**config.mk**
```make
export PLATFORM = sky130hd
export DESIGN_NAME = muldiv_iter
export DESIGN_NICKNAME = d
export VERILOG_FILES = /design/src/rtl/muldiv_iter.sv
export SDC_FILE = /design/constraint.sdc
export NUM_CORES = 1
export LEC_CHECK = 0
export ABC_AREA = 1
export CAP_MARGIN = 5
export CORE_ASPECT_RATIO = 0.8
export CORE_UTILIZATION = 30
export DETAILED_ROUTE_END_ITERATION = 12
export PLACE_DENSITY = 0.46
export SYNTH_ARGS = -nofsm -noshare
export SYNTH_HDL_FRONTEND = slang
export SYNTH_SLANG_ARGS = --single-unit
```
**constraint.sdc**
```tcl
create_clock -name clk -period 2.8 [get_ports clk]
set_clock_uncertainty 0.15 [all_clocks]
set_input_delay 0.42 -clock clk [delete_from_list [all_inputs] [get_ports clk]]
set_output_delay 0.42 -clock clk [all_outputs]
set_load 0.01 [all_outputs]
```
**src/rtl/muldiv_iter.sv**
```systemverilog
// Iterative multiply/divide unit for the EX stage, one result bit per cycle.
// Multiply: full 2W-bit product. Divide: {remainder, quotient}, restoring.
// Optional build macro MULDIV_EARLY_OUT_EN: multiply leaves CALC once the
// remaining multiplier magnitude is zero (at least one CALC cycle).
module muldiv_iter #(
    parameter int W = 32
) (
    input  logic           clk,
    input  logic           rst,
    input  logic           start_i,
    input  logic           annul_i,
    input  logic           op_i,
    input  logic           signed_i,
    input  logic [W-1:0]   opdata1_i,
    input  logic [W-1:0]   opdata2_i,
    output logic           busy_o,
    output logic           ready_o,
    output logic [2*W-1:0] result_o,
    output logic           div_by_zero_o
);

    localparam int CW = $clog2(W + 1);
    localparam logic [CW-1:0] LAST = CW'(W - 1);

    typedef enum logic [1:0] {IDLE, CALC, FIX} state_t;

    state_t state, next_state;

    logic           op_q, sgn_q, s1_q, s2_q, dz_q;
    logic [CW-1:0]  cnt;
    logic [2*W:0]   acc;      // mul: product accumulator; div: {remainder, quotient}
    logic [2*W-1:0] mcand;    // shifted multiplicand
    logic [W-1:0]   mplier;   // multiplier (shifts right) or divisor (static)

    logic [W-1:0]   mag1, mag2;
    logic           accept, calc_last;
    logic [2*W:0]   shifted, div_next;
    logic [W:0]     diff;
    logic [W-1:0]   quo, rem;
    logic [2*W-1:0] fixed_res;

    assign busy_o = (state != IDLE);
    assign accept = start_i && !annul_i;
    assign mag1   = (signed_i && opdata1_i[W-1]) ? -opdata1_i : opdata1_i;
    assign mag2   = (signed_i && opdata2_i[W-1]) ? -opdata2_i : opdata2_i;

`ifdef MULDIV_EARLY_OUT_EN
    assign calc_last = (cnt == LAST) || (!op_q && (mplier[W-1:1] == '0));
`else
    assign calc_last = (cnt == LAST);
`endif

    // Restoring divide step: shift in next dividend bit, subtract if it fits.
    // diff[W] set means the trial subtraction went negative.
    always_comb begin
        shifted  = acc << 1;
        diff     = shifted[2*W:W] - {1'b0, mplier};
        div_next = diff[W] ? shifted : {diff, shifted[W-1:1], 1'b1};
    end

    // Sign correction and divide-by-zero substitution applied in FIX.
    always_comb begin
        quo = acc[W-1:0];
        rem = acc[2*W-1:W];
        fixed_res = acc[2*W-1:0];
        if (dz_q) begin
            fixed_res = {acc[2*W-1:W], {W{1'b1}}};
        end else if (!op_q) begin
            if (sgn_q && (s1_q ^ s2_q)) fixed_res = -acc[2*W-1:0];
        end else begin
            if (sgn_q && (s1_q ^ s2_q)) quo = -quo;
            if (sgn_q && s1_q)          rem = -rem;
            fixed_res = {rem, quo};
        end
    end

    // State register.
    always_ff @(posedge clk) begin
        if (rst) state <= IDLE;
        else     state <= next_state;
    end

    // Next-state logic; annul returns to IDLE ahead of completion.
    always_comb begin
        next_state = state;
        case (state)
            IDLE: if (accept) next_state = (op_i && opdata2_i == '0) ? FIX : CALC;
            CALC: begin
                if (annul_i)        next_state = IDLE;
                else if (calc_last) next_state = FIX;
            end
            FIX:     next_state = IDLE;
            default: next_state = IDLE;
        endcase
    end

    // Datapath: operand latch, iteration, and result register.
    always_ff @(posedge clk) begin
        if (rst) begin
            op_q          <= 1'b0;
            sgn_q         <= 1'b0;
            s1_q          <= 1'b0;
            s2_q          <= 1'b0;
            dz_q          <= 1'b0;
            cnt           <= '0;
            acc           <= '0;
            mcand         <= '0;
            mplier        <= '0;
            ready_o       <= 1'b0;
            result_o      <= '0;
            div_by_zero_o <= 1'b0;
        end else begin
            ready_o <= 1'b0;
            case (state)
                IDLE: begin
                    if (accept) begin
                        op_q   <= op_i;
                        sgn_q  <= signed_i;
                        s1_q   <= opdata1_i[W-1];
                        s2_q   <= opdata2_i[W-1];
                        dz_q   <= op_i && (opdata2_i == '0);
                        cnt    <= '0;
                        mplier <= mag2;
                        if (op_i) begin
                            mcand <= '0;
                            // Divide by zero parks the raw dividend in the remainder half.
                            if (opdata2_i == '0) acc <= {1'b0, opdata1_i, {W{1'b0}}};
                            else                 acc <= {{(W+1){1'b0}}, mag1};
                        end else begin
                            mcand <= {{W{1'b0}}, mag1};
                            acc   <= '0;
                        end
                    end
                end
                CALC: begin
                    cnt <= cnt + CW'(1);
                    if (op_q) begin
                        acc <= div_next;
                    end else begin
                        if (mplier[0]) acc <= acc + {1'b0, mcand};
                        mcand  <= mcand << 1;
                        mplier <= mplier >> 1;
                    end
                end
                FIX: begin
                    if (!annul_i) begin
                        ready_o       <= 1'b1;
                        result_o      <= fixed_res;
                        div_by_zero_o <= dz_q;
                    end
                end
                default: ;
            endcase
        end
    end

endmodule

```
Yosys cells after proc, flatten, opt, wreduce, memory -nomap -nowiden
Cells that the tools add are included.
{"block": "word_totals", "input_bits": 70, "output_inout_bits": 67, "elab_cells": 78, "ff_bits": 240}
{"block": "op_classes", "n_bitwise": 3, "reduce_logical": 18, "eq_ne": 7, "addsub": 8, "n_mux": 29}
{"cell": "$mux 64", "n": 6}
{"cell": "$mux 65", "n": 5}
{"cell": "$mux 32", "n": 7}
{"cell": "$pmux 65 s2", "n": 1}
{"cell": "$neg 32->32", "n": 4}
{"cell": "$pmux 64 s2", "n": 1}
{"cell": "$add 65x64->65", "n": 1}
{"cell": "$neg 64->64", "n": 1}
{"cell": "$pmux 32 s2", "n": 1}
{"cell": "$sub 33x32->33", "n": 1}
{"cell": "$logic_not 32->1", "n": 1}
{"cell": "$pmux 6 s2", "n": 1}
{"cell": "$mux 2", "n": 4}
{"cell": "$reduce_and 2->1", "n": 4}
{"cell": "$add 6x1->6 const B", "n": 1}
{"cell": "$eq 6x5->1 const B", "n": 1}
{"cell": "$logic_and 1x1->1", "n": 6}
{"cell": "$mux 6", "n": 1}
{"cell": "$ne 3x3->1 const B", "n": 2}
{"cell": "$reduce_and 3->1", "n": 2}
{"cell": "$ne 2x2->1 const B", "n": 2}
{"cell": "$pmux 2 s2", "n": 1}
{"cell": "$reduce_bool 2->1", "n": 2}
{"cell": "$eq 2x1->1 const B", "n": 1}
{"cell": "other kinds (7)", "n": 8}

Longest topological paths before layout
Gate-level depths: netlist of the first run.
{"block": "depth", "ltp_word": 6, "mapped_depth": 20, "ltp_nobuf": 20}

Least setup slack after synthesis of the first run
OpenSTA, ideal clock, no wires.
{"block": "synth_path", "path_type": "register to register", "startpoint": "register acc[31]", "endpoint": "register acc[53]", "stages_incl_launch_ff": 21, "synth_period_minus_slack_ns": 2.605, "path_slack_ns": 0.195, "t_arrival_ns": 2.346, "t_required_ns": 2.541, "n_path_buf": 1, "cell_sequence": "dfxtp_1 inv_1 ha_1 fa_1 inv_1 nand3_1 nand2_2 nand2_1 nand2_2 nand2_2 nand2_2 nand2_2 nand2_2 nand2_4 nand2_8 buf_12 nand3_2 nand3_2 nand3_1 nand2_1 inv_1"}
{"block": "synth_via", "elab_chain_cells": 4, "elab_cells_between_ends": 6, "classes_between": "add/sub: 2; mux: 4"}
{"element": "from (decl)", "line_no": "31", "text": "logic [2*W:0] acc;"}
{"element": "from (signal assigned)", "line_no": "127", "text": "if (opdata2_i == '0) acc <= {1'b0, opdata1_i, {W{1'b0}}};"}
{"element": "from (signal assigned)", "line_no": "128", "text": "else acc <= {{(W+1){1'b0}}, mag1};"}
{"element": "from (signal assigned)", "line_no": "138", "text": "acc <= div_next;"}
{"element": "$add 65x64->65 or $sub 33x32->33 (tied branches)", "line_no": "140, 57"}
{"element": "$mux 65 (on tied branches)", "line_no": "140, 58"}
{"element": "$mux 65 *", "line_no": "137", "text": "if (op_q) begin"}
{"element": "$pmux 65 s2 *", "line_no": "114", "text": "case (state)"}
Every way passes the cells marked *; elsewhere a longest branch is shown, timed or not. The select of a mux whose other input is x is not followed.
A chain may end at the register's enable or synchronous reset.

Final worst setup path of the first run
{"block": "layout_path", "startpoint": "register acc[18]", "endpoint": "register result_o[45]"}
{"block": "layout_via", "elab_chain_cells": 4}
{"element": "$neg 64->64", "line_no": "69", "text": "if (sgn_q && (s1_q ^ s2_q)) fixed_res = -acc[2*W-1:0];"}
{"element": "$mux 64", "line_no": "69"}
{"element": "$mux 64", "line_no": "68", "text": "end else if (!op_q) begin"}
{"element": "$mux 64", "line_no": "66", "text": "if (dz_q) begin"}
{"element": "to (signal assigned)", "line_no": "148", "text": "result_o <= fixed_res;"}
{"element": "to (decl)", "line_no": "18", "text": "output logic [2*W-1:0] result_o,"}
No other way between the ends.

==> summary.txt, run 1 <==
GRT
  • Largest net degree at the start of global routing: between 70 and 80
  • Vias in the first global route: about 24000
  • Global-route usage over all layers: 28.1%
  • Initial antenna violation count: 3
  • Total grt overflow: 0
  • First-pass GRT wire length: ~160000 um

Floorplan
  • Io pins: approximately 140
  • Rows: 89
  • Floorplan Core Area: around 74000 sq um
  • Die area: approximately 77000 sq um
  • Initial core utilization: a little under a third
  • Die height: 248 um
  • Die W: ~310 um

Synthesis
  • Synthesized flop and latch total: 239
  • Ys async rst share: 0%
  • Synth warn: 0
  • Net Count, Synth: ~4000
  • Yosys cell types: 60
  • Synth Cell Area: roughly 23000 sq um
  • Main synth FF type: dfxtp_1
  • Synth Area per Inst: approximately 5.7 sq um
  • Post-synth EDFFs: 0
  • Register area share after synthesis: 21.1%
  • Syn Inst Count: a little under 4000

Clock tree
  • Hold_buf cts: 0
  • Clock-pin transition on the worst setup and hold timing paths: ~0.070 ns
  • Clock sink count: 239
  • CTS Buf Count: 30
  • Clk Latency, worst-skew pair: roughly 0.61 ns
  • H-Tree Depth: 1
  • CTS tree: built
  • CTS Buffer Depth: 3
  • CTS root buf: clkbuf_16

Worst setup path
  • Worst-path cell chain: buf_4, clkinvlp_4, nand4_1, nor2_2, nand4_1, nand2_2, nand4_1, o21bai_1, nand3_1, nand2_1, nor2_1, nor2_1
  • Critical Path AT: roughly 3.2 ns
  • CP endpoint kind: register
  • Crit Path Category: reg -> reg
  • CP max-delay cell: nand4_1
  • Worst Path Max Fanout: 4
  • Critical path required time: between 3 and 4 ns
  • Top delay family on crit path: simple AND/OR/NAND/NOR gates
  • Top cell by count, worst path: nand4_1
  • Max stage delay on crit path: approximately 0.35 ns
  • Startpoint types: register
  • CP Buf/Inv Count: 2

Timing
  • Setup TNS: -0.0560 ns
  • Final Cycle Share: 102%
  • Final Max Tran Viols: 0
  • Minimum clock period: ~2.9 ns
  • Highest Clock Rate: 350 MHz
  • Worst setup margin: -0.0560 ns
  • Worst slew pin tran: between 0.7 and 0.8 ns
  • Final Hold Viols: 0
  • Worst slew margin: between 50% and 60%
  • Count of final setup violators: 1
  • RSZ-0062 raised after global routing: true

Cells and area
  • Layout cell share with drive strength beyond 1: about 17%
  • Most frequent cells in the layout: nand2_1, inv_1, buf_4, a21oi_1, nor2_1
  • Commonest non-fill, non-tap cell in the layout: nand2_1
  • Final nets: about 4600
  • Area growth from synthesis to layout: 33.0%
  • Fin area: approximately 30000 sq um

Drt
  • WL final: roughly 110000 um
  • First-pass DRT Iterations: 5
  • Routed Antenna Nets: 0
  • Initial DRC count: ~2900
  • Via density: ~5
  • DR WL/cell: 20.4 um
  • Total number of vias: ~27000
  • Drt drc: 0

Placement
  • Area of placed instances: 28100 sq um
  • GPL Wtd Cong: ~0.98
  • Placement Setup Slack: -0.0854 ns
  • Port buffer count: between 100 and 150
  • Post-DP HPWL: ~90000 um

Power
  • Pwr/cell area: between 400 and 500 nW/um^2
  • Peak supply drop: approximately 0.47 mV
  • LEAKAGE: 15.0 nW
  • Total Power: between 10 and 15 mW

Run status
  • Failing checks: setup timing
  • Status: complete, but fails checks

Min path
  • Hold/Removal Path Class: in -> reg

Job
  • # Max-Cap Violations: 0
-- per-layer routing --
layer	part of all wire (%)	wire length, um	global-route usage (%)	vias to the layer above
li1	-	-	-	13600
met1	50	55700	43.1	12500
met2	40	44200	40.6	979
met3	7.1	7890	3.53	103
met4	2.6	2920	7.34	0
met5	0	0	0	-
-- report_power, final --
part	internal, mW	total (mW)	switching (mW)
Sequential	3.58	3.79	0.205
Combinational	2.23	6.01	3.78
Clock	2.42	4.17	1.75
Total	8.23	14.0	5.74
-- per-stage QoR --
step | util [%] | cells | hold slack [ns]
final | 40.6 | 5436 | 0.159
after global routing | 40.6 | 5435 | 0.180
after CTS | 39.2 | 5418 | 0.144
after detailed placement | 37.8 | 5363 | 0.305
after global placement | 37.8 | 5363 | 0.302
after floorplan | - | 3950 | 0.286
-- Yosys cell counts (42+ instances only) --
library cell | instances | area [sq um]
nor2_1 | 322 | 1210
o21ai_0 | 255 | 1280
inv_1 | 621 | 2330
clkbuf_1 | 88 | 330
xor2_1 | 99 | 867
a31oi_1 | 56 | 350
nand2_1 | 1170 | 4390
dfxtp_1 | 239 | 4780
a21oi_1 | 340 | 1700
ha_1 | 100 | 1250
nand3_1 | 248 | 1240
nor3_1 | 42 | 210
-- kinds of logic (layout without fill, tap and decap cells) --
group / count (synthesis) / in the layout / synth area share [%]
buffers and inverters: 770 / 1252 / 13.3
other: 0 / 1 / 0
XOR/XNOR: 112 / 112 / 4.33
adder cells (fa/ha/maj): 102 / 102 / 5.70
AO/OA/AOI/OAI: 776 / 776 / 19.2
flip-flops: 239 / 239 / 21.1
AND/OR/NAND/NOR: 1951 / 1953 / 36.4
-- worst paths after layout --
kind | startpoint | endpoint | slack (ns) | cells after the start
min | rst | cnt[0] | 0.16 | 4
min reg2reg | mplier[17] | mplier[17] | 0.32 | 2
max reg2reg | acc[18] | result_o[45] | -0.06 | 12
max | acc[18] | result_o[45] | -0.06 | 12
-- what timing repair did --
| action | 4_1_cts | 5_1_grt |
|---|---|---|
| setup buffers | 1 | 12 |
| cloned | 0 | 5 |
| resized for setup | 12 | 184 |
| setup endpoints to repair | 23 | 65 |
| pin swaps | 0 | 23 |
-- area by class of cell --
type / count / area (sq um)
clock inverter: 15 / 164
multi-input combinational: 2943 / 15700
timing repair buffer: 565 / 4970
tap: 1001 / 1250
antenna: 1 / 2.50
inverter: 633 / 2380
clock buffer: 39 / 856
sequential: 239 / 4820
fill: 8174 / 44100
-- worst reg2reg max path: stages (launching register included) --
cell	delay, ns
dfxtp_1	0.32
buf_4	0.16
clkinvlp_4	0.11
nand4_1	0.23
nor2_2	0.18
nand4_1	0.27
nand2_2	0.24
nand4_1	0.35
o21bai_1	0.34
nand3_1	0.09
nand2_1	0.05
nor2_1	0.19
nor2_1	0.06
-- flip-flops by register name, indices dropped and copies added (netlist names) --
name           count
acc               64
cnt                6
div_by_zero_o      1
dz_q               1
mcand             64
mplier            32
op_q               1
ready_o            1
result_o          64
s1_q               1
s2_q               1
sgn_q              1
state              2
(Power assumes the default switching activity.)
==> run 2: changes to the inputs <==
--- a/config.mk
+++ b/config.mk
@@ -13,2 +13,3 @@
 export PLACE_DENSITY = 0.46
+export SETUP_SLACK_MARGIN = 0.5
 export SYNTH_ARGS = -nofsm -noshare
==> constraint.sdc (replaced) <==
create_clock -name clk -period 2.8 [get_ports clk]
set_clock_uncertainty 0.15 [all_clocks]
set_input_delay 0.28 -clock clk [delete_from_list [all_inputs] [get_ports clk]]
set_output_delay 0.28 -clock clk [all_outputs]
set_load 0.01 [all_outputs]
==> summary.txt, run 2 (synthesis gave the netlist of run 1 again) <==
Floorplan
  • Die area: 76600 sq um (unchanged)
  • Io pins: 137 (unchanged)
  • Die height: 248 um (unchanged)
  • Die W: 309 um (unchanged)
  • Rows: 89 (unchanged)
  • Initial core utilization: 30.5% (unchanged)
  • Floorplan Core Area: 74300 sq um (unchanged)

Drt
  • Initial DRC count: 2446 (-15%)
  • Drt drc: 0 (unchanged)
  • WL final: 111000 um (+0.27%)
  • First-pass DRT Iterations: 8 (+3)
  • Total number of vias: 27600 (+1.2%)
  • DR WL/cell: 20.4 um (about the same)
  • Routed Antenna Nets: 0 (unchanged)
  • Via density: 5.06 (+0.91%)

Timing
  • Worst slew margin: 39.3% (-12 points)
  • Worst slew pin tran: 0.910 ns (+0.187 ns)
  • Highest Clock Rate: 368 MHz (+5.0%)
  • RSZ-0062 raised after global routing: true
  • Hold Slack: 0.223 ns (+0.0637 ns)
  • Count of final setup violators: 0 (-1)
  • Minimum clock period: 2.72 ns (-0.137 ns)
  • Final Hold Viols: 0 (unchanged)
  • Final Max Tran Viols: 0 (unchanged)
  • Final Cycle Share: 97.1% (-4.9 points)

Placement
  • Port buffer count: 136 (unchanged)
  • GPL Wtd Cong: 1.00 (+1.9%)
  • Dpl cells: 5322 (-0.76%)
  • Area of placed instances: 27900 sq um (-0.53%)
  • Post-DP HPWL: 88400 um (-1.9%)

Clock tree
  • Clk Latency, worst-skew pair: 0.63 ns (+0.02 ns)
  • Clock-pin transition on the worst setup and hold timing paths: 0.06 ns (about the same)
  • CTS tree: built
  • CTS Buffer Depth: 3 (unchanged)
  • H-Tree Depth: 1 (unchanged)
  • CTS root buf: clkbuf_16
  • CTS Buf Count: 30 (unchanged)
  • Clock sink count: 239 (unchanged)

Worst setup path
  • Critical path required time: 3.18 ns (+0.04 ns)
  • RR Endpoint: acc[59]
  • Critical Path AT: 3.10 ns (-0.09 ns)
  • Reg2Reg Depth: 21 (+9)
  • Reg2Reg Launch Point: acc[31]
  • Reg2reg setup slack: 0.08 ns (+0.14 ns)
  • Crit Path Category: reg -> reg
  • Worst Setup EP: acc[59]
  • CP endpoint kind: register
  • Setup crit start: acc[31]
  • Worst Path Max Fanout: 7 (+3)
  • Startpoint types: register

Cells and area
  • Multi-input gate area: 17300 sq um (+9.9%)
  • # fillers: 8126 (-0.59%)
  • Top flop regs: acc x64, mcand x64, result_o x64
  • Area growth from synthesis to layout: 41.7%
  • Commonest non-fill, non-tap cell in the layout: nand2_1
  • Most frequent cells in the layout: nand2_1, inv_1, buf_4, a21oi_1, nor2_1
  • Post-route insts no fill: 5452 (+0.29%)
  • Layout cell share with drive strength beyond 1: 24.7% (+7.4 points)
  • Register Area: 4900 sq um (+1.8%)
  • Diode count: 0 (-1)
  • Fin area: 32100 sq um (+6.5%)
  • Final nets: 4602 (+0.39%)

GRT
  • Largest net degree at the start of global routing: 97 (+35%)
  • Initial antenna violation count: 2 (-1)
  • First-pass GRT wire length: 162000 um (+0.66%)
  • Global-route usage over all layers: 28.1% (about the same)
  • Vias in the first global route: 25400 (+3.9%)
  • Total grt overflow: 0 (unchanged)

Power
  • Gate power share: 45.6% (+2.6 points)
  • Sequential Power Share: 25.9% (-1.2 points)
  • Clk network pwr share: 28.5% (-1.3 points)
  • LEAKAGE: 15.3 nW (+2.2%)
  • Peak supply drop: 0.526 mV (+12%)
  • Net switching power: 6.04 mW (+5.4%)
  • Pwr/cell area: 460 nW/um^2 (-0.68%)
  • Cell internal pwr: 8.73 mW (+6.1%)
  • Sw frac: 40.9% (-0.18 points)

Job
  • # Max-Cap Violations: 0 (unchanged)

Min path
  • Hold/Removal Path Class: in -> reg

Run status
  • Status: finished, final reports clean
## run 2: cell count changes in the layout (fill, tap and decap cells not counted), sizes merged, moves of 2 or more
| cell | before | now |
|---|---|---|
| clkbuf | 42 | 44 |
| clkinvlp | 5 | 0 |
| buf | 427 | 445 |
| inv | 630 | 632 |
## run 2: power groups by stage
| stage | sequential (mW) | combinational, mW | clock (mW) |
|---|---|---|---|
| after global placement | 3.84 | 5.56 | 0 |
| after global routing | 3.84 | 7.27 | 4.40 |
| after floorplan | 3.79 | 3.36 | 0 |
| after CTS | 3.80 | 5.90 | 4.30 |
| after detailed placement | 3.84 | 5.53 | 0 |
| final | 3.83 | 6.74 | 4.21 |
## run 2: worst min path at each step
stage / from / to / slack (ns) / cells after the start
floorplan: op_i / op_q / 0.28 / 2
global placement: mplier[23] / mplier[23] / 0.30 / 2
detailed placement: mplier[24] / mplier[24] / 0.31 / 2
CTS: start_i / state[1] / 0.19 / 5
global route: start_i / state[1] / 0.26 / 5
finish: start_i / state[1] / 0.22 / 5
## run 2: timing repair
item,in CTS,in global routing
hold endpoints to repair,5,0
gates cloned,1,5
endpoints found under the setup margin,94,118
gates resized for setup,277,355
hold buffers,1,0
buffers inserted,27,43
pin swaps,49,110
## run 2: per-stage QoR
stage / power, mW / setup TNS (ns) / util [%] / worst slack [ns]
2_1_floorplan: 7.15 / 0 / - / 0.366
3_3_place_gp: 9.40 / -1.98 / 37.6 / -0.122
3_5_place_dp: 9.37 / -3.04 / 37.6 / -0.152
4_1_cts: 14.0 / 0 / 40.7 / 0.117
5_1_grt: 15.5 / -0.00893 / 43.2 / -0.00893
6_report: 14.8 / 0 / 43.2 / 0.0812
## run 2: routing by layer
layer  part of all wire [%]  global-route usage, %  wire length [um]
met2                     42                   42.8             46100
met1                     47                   39.6             51600
met5                  0.012                      0                13
met3                    7.7                   4.82              8580
met4                    4.2                   9.81              4710
## run 2: worst max-delay path: stages (launching register included)
cell and delay [ns]:
dfxtp_4 0.37, inv_4 0.04, ha_4 0.16, fa_2 0.38
inv_2 0.08, nand3_2 0.06, nand2_2 0.09, nand2_2 0.06
nand2_2 0.08, nand2_2 0.07, nand2_4 0.08, nand2_4 0.07
nand2_4 0.08, nand2_8 0.09, nand2_8 0.13, buf_6 0.13
nand2_1 0.06, nand2_1 0.07, nand2_2 0.07, nand2_1 0.09
nand2_1 0.07, a21oi_2 0.14
## run 2: final cells by class
cell class              instances  share of cell area, %
clock buffers                  41                   2.65
clock inverters                12                  0.545
inverters                     633                   7.48
multi-input cells            2942                   53.7
flip-flops and latches        239                   15.3
well taps                    1001                   3.90
repair buffers                584                   16.4
